[src/rtl/branch_pkg.sv]
`default_nettype none
// ============================================================================
//  Module      : branch_pkg
//  Description : Shared definitions for the branch resolver: data width,
//                branch-type encodings, FSM state encoding and the branch
//                condition helper.
//  Revision    : 1.0 - initial release
// ============================================================================
package branch_pkg;

  localparam int unsigned XLEN = 32;

  // Branch/jump op encodings as presented on br_type.
  typedef enum logic [1:0] {
    BR_BEQ  = 2'b00,
    BR_BNE  = 2'b01,
    BR_J    = 2'b10,
    BR_RSVD = 2'b11
  } br_type_e;

  // Resolver FSM states.
  typedef enum logic [1:0] {
    ST_RUN       = 2'b00,
    ST_WAIT_FLAG = 2'b01,
    ST_REDIRECT  = 2'b10
  } state_e;

  // Conditional-branch outcome from the captured type and the ALU zero flag.
  function automatic logic branch_taken(input br_type_e t, input logic z);
    return ((t == BR_BEQ) && z) || ((t == BR_BNE) && !z);
  endfunction

endpackage : branch_pkg
`default_nettype wire

[src/rtl/branch_target_adder.sv]
`default_nettype none
// ============================================================================
//  Module      : branch_target_adder
//  Description : Conditional-branch target generator:
//                target = base + (sign-extended offset << 2), modulo 2^32.
//  Ports       : base   - word-aligned base address (pc+4 of the branch)
//                offset - signed 16-bit word offset
//                target - resulting branch target
//  Revision    : 1.0 - initial release
// ============================================================================
module branch_target_adder
  import branch_pkg::*;
(
  input  logic [XLEN-1:0] base,
  input  logic [15:0]     offset,
  output logic [XLEN-1:0] target
);

  logic [XLEN-1:0] offset_bytes;

  // Word offset becomes a byte offset: sign-extend, then shift left by two.
  assign offset_bytes = {{(XLEN-18){offset[15]}}, offset, 2'b00};
  assign target       = base + offset_bytes;

endmodule : branch_target_adder
`default_nettype wire

[src/rtl/branch_resolver.sv]
`default_nettype none
// ============================================================================
//  Module      : branch_resolver
//  Description : Fetch-PC sequencer that accepts branch/jump ops, waits for
//                the ALU zero flag on conditional branches, and redirects
//                the PC with a one-cycle flush pulse when a branch is taken.
//  Ports       : clk, rst_n     - clock, asynchronous active-low reset
//                stall          - hold the PC while in RUN
//                br_valid/ready - branch op handshake (ready only in RUN)
//                br_type        - 00 BEQ, 01 BNE, 10 J, 11 no-op
//                br_offset      - signed word offset for BEQ/BNE
//                br_index       - J target word index
//                zero_valid     - ALU zero flag valid this cycle
//                zero           - ALU zero flag
//                pc             - current fetch PC
//                flush          - one-cycle pulse when the PC is redirected
//                timeout_err    - sticky, flag never arrived for a branch
//                taken_cnt      - saturating count of taken branches/jumps
//  Revision    : 1.0 - initial release
// ============================================================================
module branch_resolver
  import branch_pkg::*;
#(
  parameter logic [31:0] RESET_PC     = 32'h0000_0000,
  parameter int unsigned FLAG_TIMEOUT = 8
) (
  input  logic            clk,
  input  logic            rst_n,
  input  logic            stall,
  input  logic            br_valid,
  output logic            br_ready,
  input  logic [1:0]      br_type,
  input  logic [15:0]     br_offset,
  input  logic [25:0]     br_index,
  input  logic            zero_valid,
  input  logic            zero,
  output logic [XLEN-1:0] pc,
  output logic            flush,
  output logic            timeout_err,
  output logic [15:0]     taken_cnt
);

  // The wait counter runs 0..FLAG_TIMEOUT-1, so WAIT_FLAG lasts at most
  // FLAG_TIMEOUT cycles; the abort fires on the last of them.
  localparam logic [7:0] TIMEOUT_LAST = 8'(FLAG_TIMEOUT - 1);

  state_e          state;
  br_type_e        type_q;
  logic [XLEN-1:0] base_q;
  logic [15:0]     offset_q;
  logic [XLEN-1:0] target_q;
  logic [7:0]      wait_cnt;

  logic [XLEN-1:0] pc_inc;
  logic [XLEN-1:0] j_target;
  logic [XLEN-1:0] br_target;
  logic            handshake;
  br_type_e        in_type;

  assign br_ready  = (state == ST_RUN);
  assign handshake = br_valid && br_ready;
  assign in_type   = br_type_e'(br_type);

  // Sequential incrementer; natural 32-bit overflow gives FFFF_FFFC -> 0.
  assign pc_inc    = pc + 32'd4;

  // Jump target keeps the 256 MB region of the delay-slot address (pc+4).
  assign j_target  = {pc_inc[31:28], br_index, 2'b00};

  branch_target_adder u_target_adder (
    .base   (base_q),
    .offset (offset_q),
    .target (br_target)
  );

  always_ff @(posedge clk or negedge rst_n) begin
    if (!rst_n) begin
      state       <= ST_RUN;
      pc          <= RESET_PC;
      flush       <= 1'b0;
      timeout_err <= 1'b0;
      taken_cnt   <= 16'd0;
      type_q      <= BR_BEQ;
      base_q      <= '0;
      offset_q    <= 16'd0;
      target_q    <= '0;
      wait_cnt    <= 8'd0;
    end else begin
      flush <= 1'b0;
      case (state)
        ST_RUN: begin
          // An accepted op overrides stall in the same cycle.
          if (handshake) begin
            case (in_type)
              BR_BEQ, BR_BNE: begin
                base_q   <= pc_inc;
                type_q   <= in_type;
                offset_q <= br_offset;
                pc       <= pc_inc;
                wait_cnt <= 8'd0;
                state    <= ST_WAIT_FLAG;
              end
              BR_J: begin
                target_q <= j_target;
                pc       <= pc_inc;
                state    <= ST_REDIRECT;
              end
              default: begin
                // Reserved encoding behaves as a plain sequential step.
                pc <= pc_inc;
              end
            endcase
          end else if (!stall) begin
            pc <= pc_inc;
          end
        end

        ST_WAIT_FLAG: begin
          // The flag is checked before the timeout so a flag arriving in
          // the final wait cycle still resolves the branch normally.
          if (zero_valid) begin
            if (branch_taken(type_q, zero)) begin
              target_q <= br_target;
              state    <= ST_REDIRECT;
            end else begin
              state <= ST_RUN;
            end
          end else if (wait_cnt == TIMEOUT_LAST) begin
            timeout_err <= 1'b1;
            state       <= ST_RUN;
          end else begin
            wait_cnt <= wait_cnt + 8'd1;
          end
        end

        ST_REDIRECT: begin
          pc    <= target_q;
          flush <= 1'b1;
          if (taken_cnt != 16'hFFFF) begin
            taken_cnt <= taken_cnt + 16'd1;
          end
          state <= ST_RUN;
        end

        default: begin
          state <= ST_RUN;
        end
      endcase
    end
  end

endmodule : branch_resolver
`default_nettype wire

[config.mk]
export PLATFORM = sky130hd
export DESIGN_NAME = branch_resolver
export DESIGN_NICKNAME = d
export VERILOG_FILES = /design/src/rtl/branch_pkg.sv /design/src/rtl/branch_target_adder.sv /design/src/rtl/branch_resolver.sv
export SDC_FILE = /design/constraint.sdc
export NUM_CORES = 1
export LEC_CHECK = 0
export CAP_MARGIN = 10
export CORE_ASPECT_RATIO = 0.6
export CORE_MARGIN = 4
export CORE_UTILIZATION = 47
export DETAILED_ROUTE_END_ITERATION = 10
export PLACE_DENSITY_LB_ADDON = 0.05
export SYNTH_ARGS = -nofsm -noshare
export SYNTH_HDL_FRONTEND = slang
export SYNTH_HIERARCHICAL = 1
export SYNTH_SLANG_ARGS = --single-unit
[constraint.sdc]
create_clock -name clk -period 7.2 [get_ports clk]
set_input_delay 1.8 -clock clk [delete_from_list [all_inputs] [get_ports clk]]
set_output_delay 1.8 -clock clk [all_outputs]
set_load 0.03 [all_outputs]
======== Word-level counts from Yosys, hierarchy flattened ========
Cells that the tools add are included.
operators by class
  $add $sub $neg .......................... 4
  eq/ne operators ......................... 17
  muxes and demuxes ....................... 20
  bitwise gates (word level) .............. 1
  reduce and logical (&&, ||, !) cells .... 18
operators with widths
  kind                                                                      number
  32-bit two-way mux                                                        6
  32-bit case mux with 2 select lines                                       2
  32-bit by 3-bit adder with 32-bit output (second input constant)          1
  32-bit adder                                                              1
  8-bit two-way mux                                                         4
  16-bit by 1-bit adder with 16-bit output (second input constant)          1
  16-bit inequality test (second input constant)                            1
  8-bit case mux with 2 select lines                                        1
  5-bit AND reduction                                                       2
  3-bit AND reduction                                                       3
  8-bit by 1-bit adder with 8-bit output (second input constant)            1
  8-bit by 3-bit equality test with 1-bit output (second input constant)    1
  2-bit two-way mux                                                         4
  2-bit inequality test (second input constant)                             4
  2-bit case mux with 2 select lines                                        2
  2-bit by 1-bit equality test with 1-bit output (second input constant)    3
  2-bit logical NOT                                                         3
  2-bit by 1-bit inequality test with 1-bit output (second input constant)  3
  2-bit equality test (second input constant)                               2
  2-bit AND reduction                                                       2
  2-bit nonzero test                                                        2
  1-bit logical AND                                                         3
  3-bit by 1-bit inequality test with 1-bit output (second input constant)  1
  3-bit by 2-bit inequality test with 1-bit output (second input constant)  1
  other kinds (6)                                                           6
word-level totals
  register bits ........................... 142
  input bits .............................. 50
  output and inout port bits .............. 51
  logic and storage cells ................. 70

======== Longest topological paths before layout ========
Gate-level depths: netlist (run 1).
  depth in word-level cells ............... 6
  depth in mapped cells ................... 12
  mapped depth without buffers ............ 12

======== By module ========
The synthesis (run 1) kept the hierarchy.
by module, submodules not included
  module               instances  cells an instance  area an instance (um^2)  sequential area each (um^2)
  branch_resolver      1          709                6772.7                   3553.4
  branch_target_adder  1          237                1764.2                   0.0

======== Worst setup path before layout (run 1) ========
No wires, ideal clock.
  kind .................................... in2reg
  from .................................... input port zero
  to ...................................... register target_q[10]
  library setup time ...................... 0.135 ns
  arrival time ............................ 2.998 ns
  slack ................................... 4.067 ns
  cell stages on the path ................. 6
  path buffers ............................ 2
  path through ............................ xor2_1 -> and4b_1 -> o32ai_1 -> clkbuf_1 -> clkbuf_1 -> o21ai_0
between the ends
  cells in the longest elaborated chain, start to end .. 5
RTL lines
  what                               line                    RTL
  from (decl)                        branch_resolver.sv:36   input logic zero,
  1-bit logical NOT                  branch_pkg.sv:30        return ((t == BR_BEQ) && z) || ((t == BR_BNE) && !z);
  1-bit logical AND                  branch_pkg.sv:30
  1-bit logical OR *                 branch_pkg.sv:30
  2-bit inequality test (no line) *  n/a
  5-bit AND reduction (no line) *    n/a
  to (signal assigned)               branch_resolver.sv:104  target_q <= j_target;
  to (signal assigned)               branch_resolver.sv:123  target_q <= br_target;
  to (decl)                          branch_resolver.sv:51   logic [XLEN-1:0] target_q;
Mark *: on every way between the ends. The rest lies on a longest branch, timed or not.
A chain may end at the register's enable or synchronous reset.

======== Worst setup path in the final report (run 1) ========
  from .................................... register state[1]
  to ...................................... output port br_ready
between the ends
  cells in the longest elaborated chain, start to end .. 1
RTL lines
  what                    line                    RTL
  from (decl)             branch_resolver.sv:47   state_e state;
  from (signal assigned)  branch_resolver.sv:78   state <= ST_RUN;
  from (signal assigned)  branch_resolver.sv:101  state <= ST_WAIT_FLAG;
  from (signal assigned)  branch_resolver.sv:106  state <= ST_REDIRECT;
  2-bit logical NOT       branch_resolver.sv:60   assign br_ready = (state == ST_RUN);
  to (decl)               branch_resolver.sv:31   output logic br_ready,
Every way passes these cells.

==> flow_summary.json, run 1 <==
{
  "nets": 1100,
  "detailed_place.area_sq_mm": 0.00967,
  "hold_violations": 0,
  "power.density_mw_per_mm2": 420,
  "critPathLaunchType": "register",
  "r2r-end": "taken_cnt[13]",
  "grt_first_pass_wirelength_mm": 38.6,
  "worstPathArrival_ps": 1950,
  "period_share": 0.520,
  "synth_cell_types": 79,
  "critPathMaxFanout": 8,
  "grt-ovfl-total": 0,
  "ys_warn_count": 6,
  "io_buffers": 100,
  "die_x_microns": 182,
  "cts_buffers": 17,
  "path_cells": "nor2_1, clkdlybuf4s50_1",
  "place_inst": 1232,
  "wl_per_cell_microns": 19.0,
  "worst_pin_slew_ps": 1040,
  "crit_family": "buffers and inverters",
  "clock_sinks": 142,
  "critPathSlowestCell": "clkdlybuf4s50_1",
  "initial_core_util": 0.489,
  "num_vias": 7296,
  "rr_worst_depth": 6,
  "peakVddDrop_v": 0.000187,
  "synth_ff_type": "dfrtp_1",
  "regToRegSetupSlack_ps": 3580,
  "reg2reg_from": "state[1]",
  "seq_area_sq_mm": 0.00355,
  "dieArea_sq_mm": 0.0205,
  "fillers": 1540,
  "via_per_inst": 5.77,
  "cts_resized": 0,
  "antenna_found_initial": 0,
  "layout_common_cells": "nand2_1, dfrtp_1, clkdlybuf4s50_1",
  "finalInstanceArea_sq_mm": 0.0102,
  "hold_path_class": "register to register",
  "leakage_nw": 4.54,
  "drtAntennaViolNets": 0,
  "status": "complete, no violations",
  "seq_area_frac_synth": 0.416,
  "fp-row-count": 37,
  "grt_max_degree": 77,
  "layout.cells.most_common": "nand2_1",
  "drv_cap": 0,
  "min_period_ps": 3750,
  "cts-root-buf": "clkbuf_16",
  "worstHoldEndpoint": "timeout_err",
  "finalMaxSlewViolations": 0,
  "core_area_sq_mm": 0.0175,
  "grt_use_total": 0.236,
  "cts_tree": "yes",
  "drc": 0,
  "synth_edf_count": 0,
  "critical_path_class": "register to output pin",
  "clock_skew_ps": 13.9,
  "cts_max_level": 4,
  "setup_viol": 0,
  "hpwl_mm": 17.0,
  "critPathCaptureType": "output pin",
  "grt_pass1_vias": 6972,
  "drive_gt1_frac": 0.0816,
  "crit_required_ps": 5400,
  "max_freq_ghz": 0.267,
  "firstDrtPassIters": 5,
  "total_power_w": 0.00430,
  "syn_inst": 946,
  "synthArstFlopShare": 1.00,
  "antennaDiodeCount": 0,
  "timing.hold.ws_ps": 467,
  "die_h_microns": 112,
  "fin_tns_setup_ps": 0,
  "hold_start": "timeout_err",
  "rsz0062_at_grt": "false",
  "netlist_area_sq_mm": 0.00854,
  "timing.slew.headroom": 0.309,
  "hold_path_depth": 1,
  "multi_input_area_sq_mm": 0.00469,
  "synth_nets": 1029,
  "postCtsHoldBufs": 0,
  "drtIter0Drc": 647,
  "drt-total-wl_mm": 24.1,
  "worst-path-buf-inv": 1,
  "cts.path.max_buffers": 2,
  "ys_ff_latch": 142,
  "syn_to_final_growth_pct": 20.0,
  "clk_pin_slew_ps": 60,
  "avgSynthCellArea_sq_um": 9.02,
  "io_pins": 101,
  "routabilityCongestion": 0.888,
  "clk_latency_ps": 430,
  "fin_cells": 1264,
  "slowest_delay_ps": 720,
  "post-cts-setup-buffers": 0
}
==> synth_stat cells (17+ instances only) <==
cell type	n	share of area
nand2_1	162	0.071
dfrtp_1	142	0.42
o21ai_0	80	0.047
nor2_1	51	0.022
a21oi_1	44	0.026
xnor2_1	44	0.045
clkbuf_1	35	0.015
ha_1	32	0.047
xor2_1	30	0.031
nand3_1	28	0.016
nand4_1	27	0.020
mux2i_1	26	0.030
nor3_1	24	0.014
inv_1	21	0.0092
a21o_1	17	0.015
==> report_power, final <==
group	leakage (nW)	total (W)	switching [W]	internal, W
logic	2.44	0.00200	0.00119	0.000812
clock network	0.280	0.000874	0.000387	0.000487
registers	1.82	0.00143	0.000342	0.00109
total	4.54	0.00430	0.00192	0.00238
==> stage by stage <==
| stage | utilization | setup slack, ps |
|---|---|---|
| global placement | 0.554 | 3400 |
| finish | 0.587 | 3450 |
| global route | 0.587 | 3280 |
| CTS | 0.587 | 3430 |
| floorplan | - | 4070 |
| detailed placement | 0.554 | 3350 |
==> layout make-up <==
type | count | area share
inverter | 21 | 0.00769
timing repair buffer | 107 | 0.103
multi-input combinational | 728 | 0.458
sequential | 142 | 0.347
clock buffer | 17 | 0.0415
tap | 234 | 0.0286
clock inverter | 15 | 0.0144
==> registers in the layout (all words and copies together) (netlist names) <==
signal / cells
base_q: 32
pc: 32
target_q: 32
offset_q: 16
taken_cnt: 16
wait_cnt: 8
state: 2
type_q: 2
flush: 1
timeout_err: 1
==> worst register-to-register path: cells and delay by family (launching register included) <==
| family | cells | cell delay, ps |
|---|---|---|
| buf+inv | 1 | 970 |
| flops | 1 | 630 |
| simple gates | 4 | 1780 |
| xor+xnor | 1 | 170 |
==> cells by family after synthesis <==
family                     Yosys count  share of synthesized area
AOI/OAI and AO/OA                  229                      0.178
xor gates and xnor gates            74                     0.0759
adders and majority gates           33                     0.0492
buffers and inverters               76                     0.0384
DFF                                142                      0.416
muxes                               28                     0.0331
and+or+nand+nor                    364                      0.209
==> metal layers <==
layer  GRT usage  share of wire
met2       0.302           0.38
met5           0              0
met3      0.0738          0.081
met4      0.0485         0.0059
met1       0.383           0.53
==> worst max-delay path by stage <==
| stage | from | endpoint | slack [ps] | depth (start not counted) |
|---|---|---|---|---|
| after floorplan | zero | target_q[10] | 4070 | 6 |
| after global placement | zero | target_q[31] | 3400 | 8 |
| after detailed placement | zero | target_q[31] | 3350 | 8 |
| after CTS | state[1] | br_ready | 3430 | 2 |
| after global routing | state[1] | taken_cnt[13] | 3280 | 6 |
| final | state[1] | br_ready | 3450 | 2 |
Note: power is estimated with default switching activity, not from simulation.
==> inputs of run 2 (changes only) <==
Clock period 7.2 ns to 3.2 ns, I/O delays scaled along.
==> run 2 against run 1 <==
Design area up 1.4%. Final cell count up 0.79%. Combinational power up 130%. Worst setup slack worse by 3200 ps. Via count up 1.1%. Sequential cell count unchanged. Core utilization up 0.80 points. Sequential share of layout area down 0.47 points. Non-clock buffer count up 10. Total power up 130%. Clock skew up 1.5 ps. Routed wire length up 2.0%.
==> flow_summary.json, run 2 (synthesis gave the netlist of run 1 again) <==
{
  "finalInstanceArea_sq_mm": 0.0104,
  "p_switching_w": 0.00428,
  "die_x_microns": 182,
  "grt_max_degree": 69,
  "cts_buffers": 17,
  "seqPwrFrac": 0.327,
  "antenna_found_initial": 1,
  "clk_latency_ps": 420,
  "io_pins": 101,
  "timing.slew.headroom": 0.304,
  "max_freq_ghz": 0.341,
  "core_area_sq_mm": 0.0175,
  "grt_first_pass_wirelength_mm": 39.5,
  "finalMaxSlewViolations": 0,
  "cts-root-buf": "clkbuf_16",
  "worst_pin_slew_ps": 1040,
  "timing.hold.ws_ps": 385,
  "dieArea_sq_mm": 0.0205,
  "p_int_w": 0.00552,
  "hold_violations": 0,
  "status": "complete, no violations",
  "layout_common_cells": "nand2_1, dfrtp_1, clkdlybuf4s50_1",
  "total_power_w": 0.00980,
  "drc": 0,
  "critPathLaunchType": "register",
  "grt-ovfl-total": 0,
  "syn_to_final_growth_pct": 21.7,
  "rr_worst_depth": 10,
  "clock_sinks": 142,
  "fillers": 1599,
  "power.density_mw_per_mm2": 943,
  "critical_path_class": "register to register",
  "clk_pin_slew_ps": 60,
  "leakage_nw": 4.61,
  "power_frac_comb": 0.465,
  "clkPwrFrac": 0.208,
  "rsz0062_at_grt": "false",
  "detailed_place.area_sq_mm": 0.00977,
  "crit_required_ps": 3540,
  "grt_use_total": 0.243,
  "hpwl_mm": 17.6,
  "seq_area_sq_mm": 0.00355,
  "drtIter0Drc": 628,
  "antennaDiodeCount": 0,
  "worstPathArrival_ps": 3270,
  "nets": 1110,
  "clock_skew_ps": 15.3,
  "drt-total-wl_mm": 24.5,
  "peakVddDrop_v": 0.000543,
  "drv_cap": 0,
  "drive_gt1_frac": 0.0904,
  "layout.cells.most_common": "nand2_1",
  "period_share": 0.915,
  "io_buffers": 100,
  "routabilityCongestion": 0.902,
  "drtAntennaViolNets": 0,
  "critPathMaxFanout": 5,
  "die_h_microns": 112,
  "top_regs": "base_q (32), pc (32), target_q (32)",
  "initial_core_util": 0.489,
  "wl_per_cell_microns": 19.3,
  "fin_tns_setup_ps": 0,
  "min_period_ps": 2930,
  "grt_pass1_vias": 6849,
  "postCtsHoldBufs": 0,
  "cts_tree": "yes",
  "multi_input_area_sq_mm": 0.00471,
  "hold_path_class": "input port to async pin",
  "fp-row-count": 37,
  "firstDrtPassIters": 5,
  "cts_max_level": 4,
  "setup_viol": 0,
  "via_per_inst": 5.79,
  "num_vias": 7373,
  "swShare": 0.437,
  "cts.path.max_buffers": 2,
  "critPathCaptureType": "register"
}
-- run 2: changes by cell type in the layout (fill, tap and decap cells not counted), sizes merged --
cell	delta
clkbuf	+5
clkinv	-1
inv	-6
clkinvlp	+1
bufinv	+1
buf	+10
-- run 2: cell type report --
class / count / area share
clock buffer: 22 / 0.0457
clock inverter: 10 / 0.0122
inverter: 21 / 0.00759
multi-input combinational: 728 / 0.453
sequential: 142 / 0.342
tap: 234 / 0.0282
timing repair buffer: 117 / 0.111
-- run 2: repair_timing --
item	4_1_cts	5_1_grt
endpoints found under the hold margin	0	0
buffers inserted	0	0
resized for setup	0	2
setup endpoints to repair	0	1
-- run 2: layer usage --
metal / part of all wire / vias to the layer above / track usage
li1: - / 3541 / -
met1: 0.51 / 3540 / 0.397
met2: 0.40 / 283 / 0.318
met3: 0.086 / 9 / 0.0661
met4: 0.0048 / 0 / 0.0435
met5: 0 / - / 0
-- run 2: worst paths after layout --
| path | startpoint | end | slack, ps |
|---|---|---|---|
| setup / recovery | offset_q[4] | target_q[29] | 270 |
| hold / removal | rst_n | offset_q[9] | 390 |
| setup reg to reg | offset_q[4] | target_q[29] | 270 |
| hold reg to reg | timeout_err | timeout_err | 460 |
| max in group asynchronous | rst_n | target_q[4] | 1940 |
| min in group clk | timeout_err | timeout_err | 460 |
-- run 2: power by group through the flow --
stage | Combinational [W] | Clock, W | Sequential, W
after floorplan | 0.00292 | 0 | 0.00330
after global placement | 0.00445 | 0 | 0.00319
after detailed placement | 0.00449 | 0 | 0.00319
after CTS | 0.00451 | 0.00207 | 0.00318
after global routing | 0.00499 | 0.00216 | 0.00330
final | 0.00456 | 0.00204 | 0.00320
-- run 2: critical path, stage by stage (launching register included) --
cell       delay (ps)
dfrtp_1           390
ha_1              420
nand3_1           110
nor2_1            440
o21ai_4           130
a2111oi_4         390
o21ai_1           190
o21ai_1           210
xor2_1            320
a22oi_1           150
o21ai_0            90
-- run 2: stage by stage --
step	util	setup slack, ps	std cells
CTS	0.594	304	1274
detailed placement	0.560	322	1242
global route	0.595	38.1	1274
finish	0.595	272	1274
global placement	0.560	360	1242
floorplan	-	680	946
==> inputs of run 3 (changes only) <==
Settings changed: CORE_MARGIN 4 to default, CTS_CLUSTER_DIAMETER from default to 30, GPL_TIMING_DRIVEN from default to 0.
==> run 3 against run 2 <==
Via count grew 2.3%. Sequential power shrank 1%. Core utilization grew 0.67 points. Count of clock-buffer cells in the layout shrank 3. Clock power grew 2%. Critical path depth grew 2. Die area shrank 8.5%. Combinational power grew 4.8%. Register-to-register slack lost 160 ps. Non-clock buffer count grew 37. Total power grew 2.2%. Largest cell class unchanged.
==> flow_summary.json, run 3 (synthesis gave the netlist of run 1 again) <==
{
  "status": "complete, no violations",
  "rsz0062_at_grt": "true",
  "finalMaxSlewViolations": 0,
  "cts_max_level": 4,
  "clock_skew_ps": 12.4,
  "io_buffers": 100,
  "fin_cells": 1310,
  "critPathMaxFanout": 4,
  "max_freq_ghz": 0.323,
  "core_area_sq_mm": 0.0175,
  "routabilityCongestion": 0.907,
  "die_h_microns": 106,
  "setup_viol": 0,
  "period_share": 0.966,
  "drc": 0,
  "fin_util": 0.602,
  "firstDrtPassIters": 5,
  "cts.path.max_buffers": 2,
  "layout_common_cells": "nand2_1, dfrtp_1, clkdlybuf4s50_1",
  "grt_pass1_vias": 7175,
  "drv_cap": 0,
  "top_regs": "base_q (32), pc (32), target_q (32)",
  "timing.hold.ws_ps": 383,
  "cts-root-buf": "clkbuf_16",
  "cp-startpoint": "offset_q[0]",
  "grt_use_total": 0.288,
  "via_per_inst": 5.76,
  "fp-row-count": 37,
  "io_pins": 101,
  "worst_pin_slew_ps": 811,
  "critical_path_class": "register to register",
  "cts_buffers": 17,
  "num_vias": 7545,
  "reg2reg_from": "offset_q[0]",
  "nets": 1147,
  "r2r-end": "target_q[20]",
  "syn_to_final_growth_pct": 23.1,
  "min_period_ps": 3090,
  "drtIter0Drc": 738,
  "post-cts-setup-buffers": 0,
  "dieArea_sq_mm": 0.0187,
  "crit_required_ps": 3490,
  "clock_sinks": 142,
  "multi_input_area_sq_mm": 0.00470,
  "detailed_place.area_sq_mm": 0.00986,
  "grt_first_pass_wirelength_mm": 40.7,
  "seq_area_sq_mm": 0.00355,
  "leakage_nw": 4.66,
  "timing.slew.headroom": 0.459,
  "finalInstanceArea_sq_mm": 0.0105,
  "peakVddDrop_v": 0.000466,
  "hold_path_class": "input port to async pin",
  "critPathLaunchType": "register",
  "antenna_found_initial": 0,
  "die_x_microns": 176,
  "layout.cells.most_common": "nand2_1",
  "grt-ovfl-total": 0,
  "hold_violations": 0,
  "clk_pin_slew_ps": 60,
  "hpwl_mm": 19.0,
  "regToRegSetupSlack_ps": 110,
  "antennaDiodeCount": 0,
  "clk_latency_ps": 420,
  "cts_tree": "yes",
  "drt-total-wl_mm": 25.6,
  "critPathCaptureType": "register",
  "initial_core_util": 0.489,
  "power.density_mw_per_mm2": 954,
  "drive_gt1_frac": 0.0892,
  "fillers": 1539,
  "grt_max_degree": 73,
  "wl_per_cell_microns": 19.5,
  "place_inst": 1281,
  "drtAntennaViolNets": 0,
  "rr_worst_depth": 12,
  "worstPathArrival_ps": 3380
}
[run 3: cell types whose count changed in the layout (fill, tap and decap cells not counted), moves of 3 or more]
| cell | delta |
|---|---|
| buf_4 | -11 |
| clkbuf_1 | +32 |
| buf_1 | +3 |
| clkbuf_2 | +3 |
| buf_2 | +8 |
[run 3: worst max-delay path, stage by stage, from the launching register on]
cell       delay, ps
dfrtp_1          350
ha_1             200
inv_1             70
fa_1             420
nor2b_2          200
o2111ai_2        220
and3_4           280
o311ai_4         340
nor2b_1          190
a311oi_1         140
xnor2_1          160
mux2i_1          260
o21ai_0          130
[run 3: per-layer routing]
layer	share of wire	wire (microns)	GRT usage
met2	0.38	9720	0.374
met4	0.0069	176	0.0571
met1	0.53	13500	0.453
met5	0	0	0
met3	0.088	2260	0.0930
[run 3: power breakdown]
group | switching, W | internal [W] | leakage (nW)
sequential | 0.000711 | 0.00245 | 1.82
clock | 0.000825 | 0.00125 | 0.294
combinational | 0.00286 | 0.00192 | 2.55
[run 3: per-stage QoR]
stage	TNS (ps)	setup WS, ps	power (W)
CTS	0	26.5	0.00991
global placement	-647840	-4560	0.00775
finish	0	109	0.0100
detailed placement	-1730	-189	0.00779
global route	-12.5	-12.5	0.0107
floorplan	0	680	0.00622
[run 3: worst max-delay path by stage]
stage	slack (ps)	end
after floorplan	680	target_q[27]
after global placement	-4560	taken_cnt[10]
after detailed placement	-190	target_q[6]
after CTS	30	target_q[28]
after global routing	-10	target_q[29]
final	110	target_q[20]
[run 3: area by class of cell]
type | count | area share
Buffer | 53 | 0.0231
Multi-Input combinational cell | 728 | 0.448
Sequential cell | 142 | 0.338
Tap cell | 234 | 0.0279
Clock inverter | 12 | 0.0152
Clock buffer | 19 | 0.0422
Timing Repair Buffer | 101 | 0.0980
Inverter | 21 | 0.00750
[run 3: timing repair]
item                       4_1_cts  5_1_grt
hold buffers                     0        0
resized for setup                3        8
pin swaps                        1        2
setup endpoints to repair        2        8
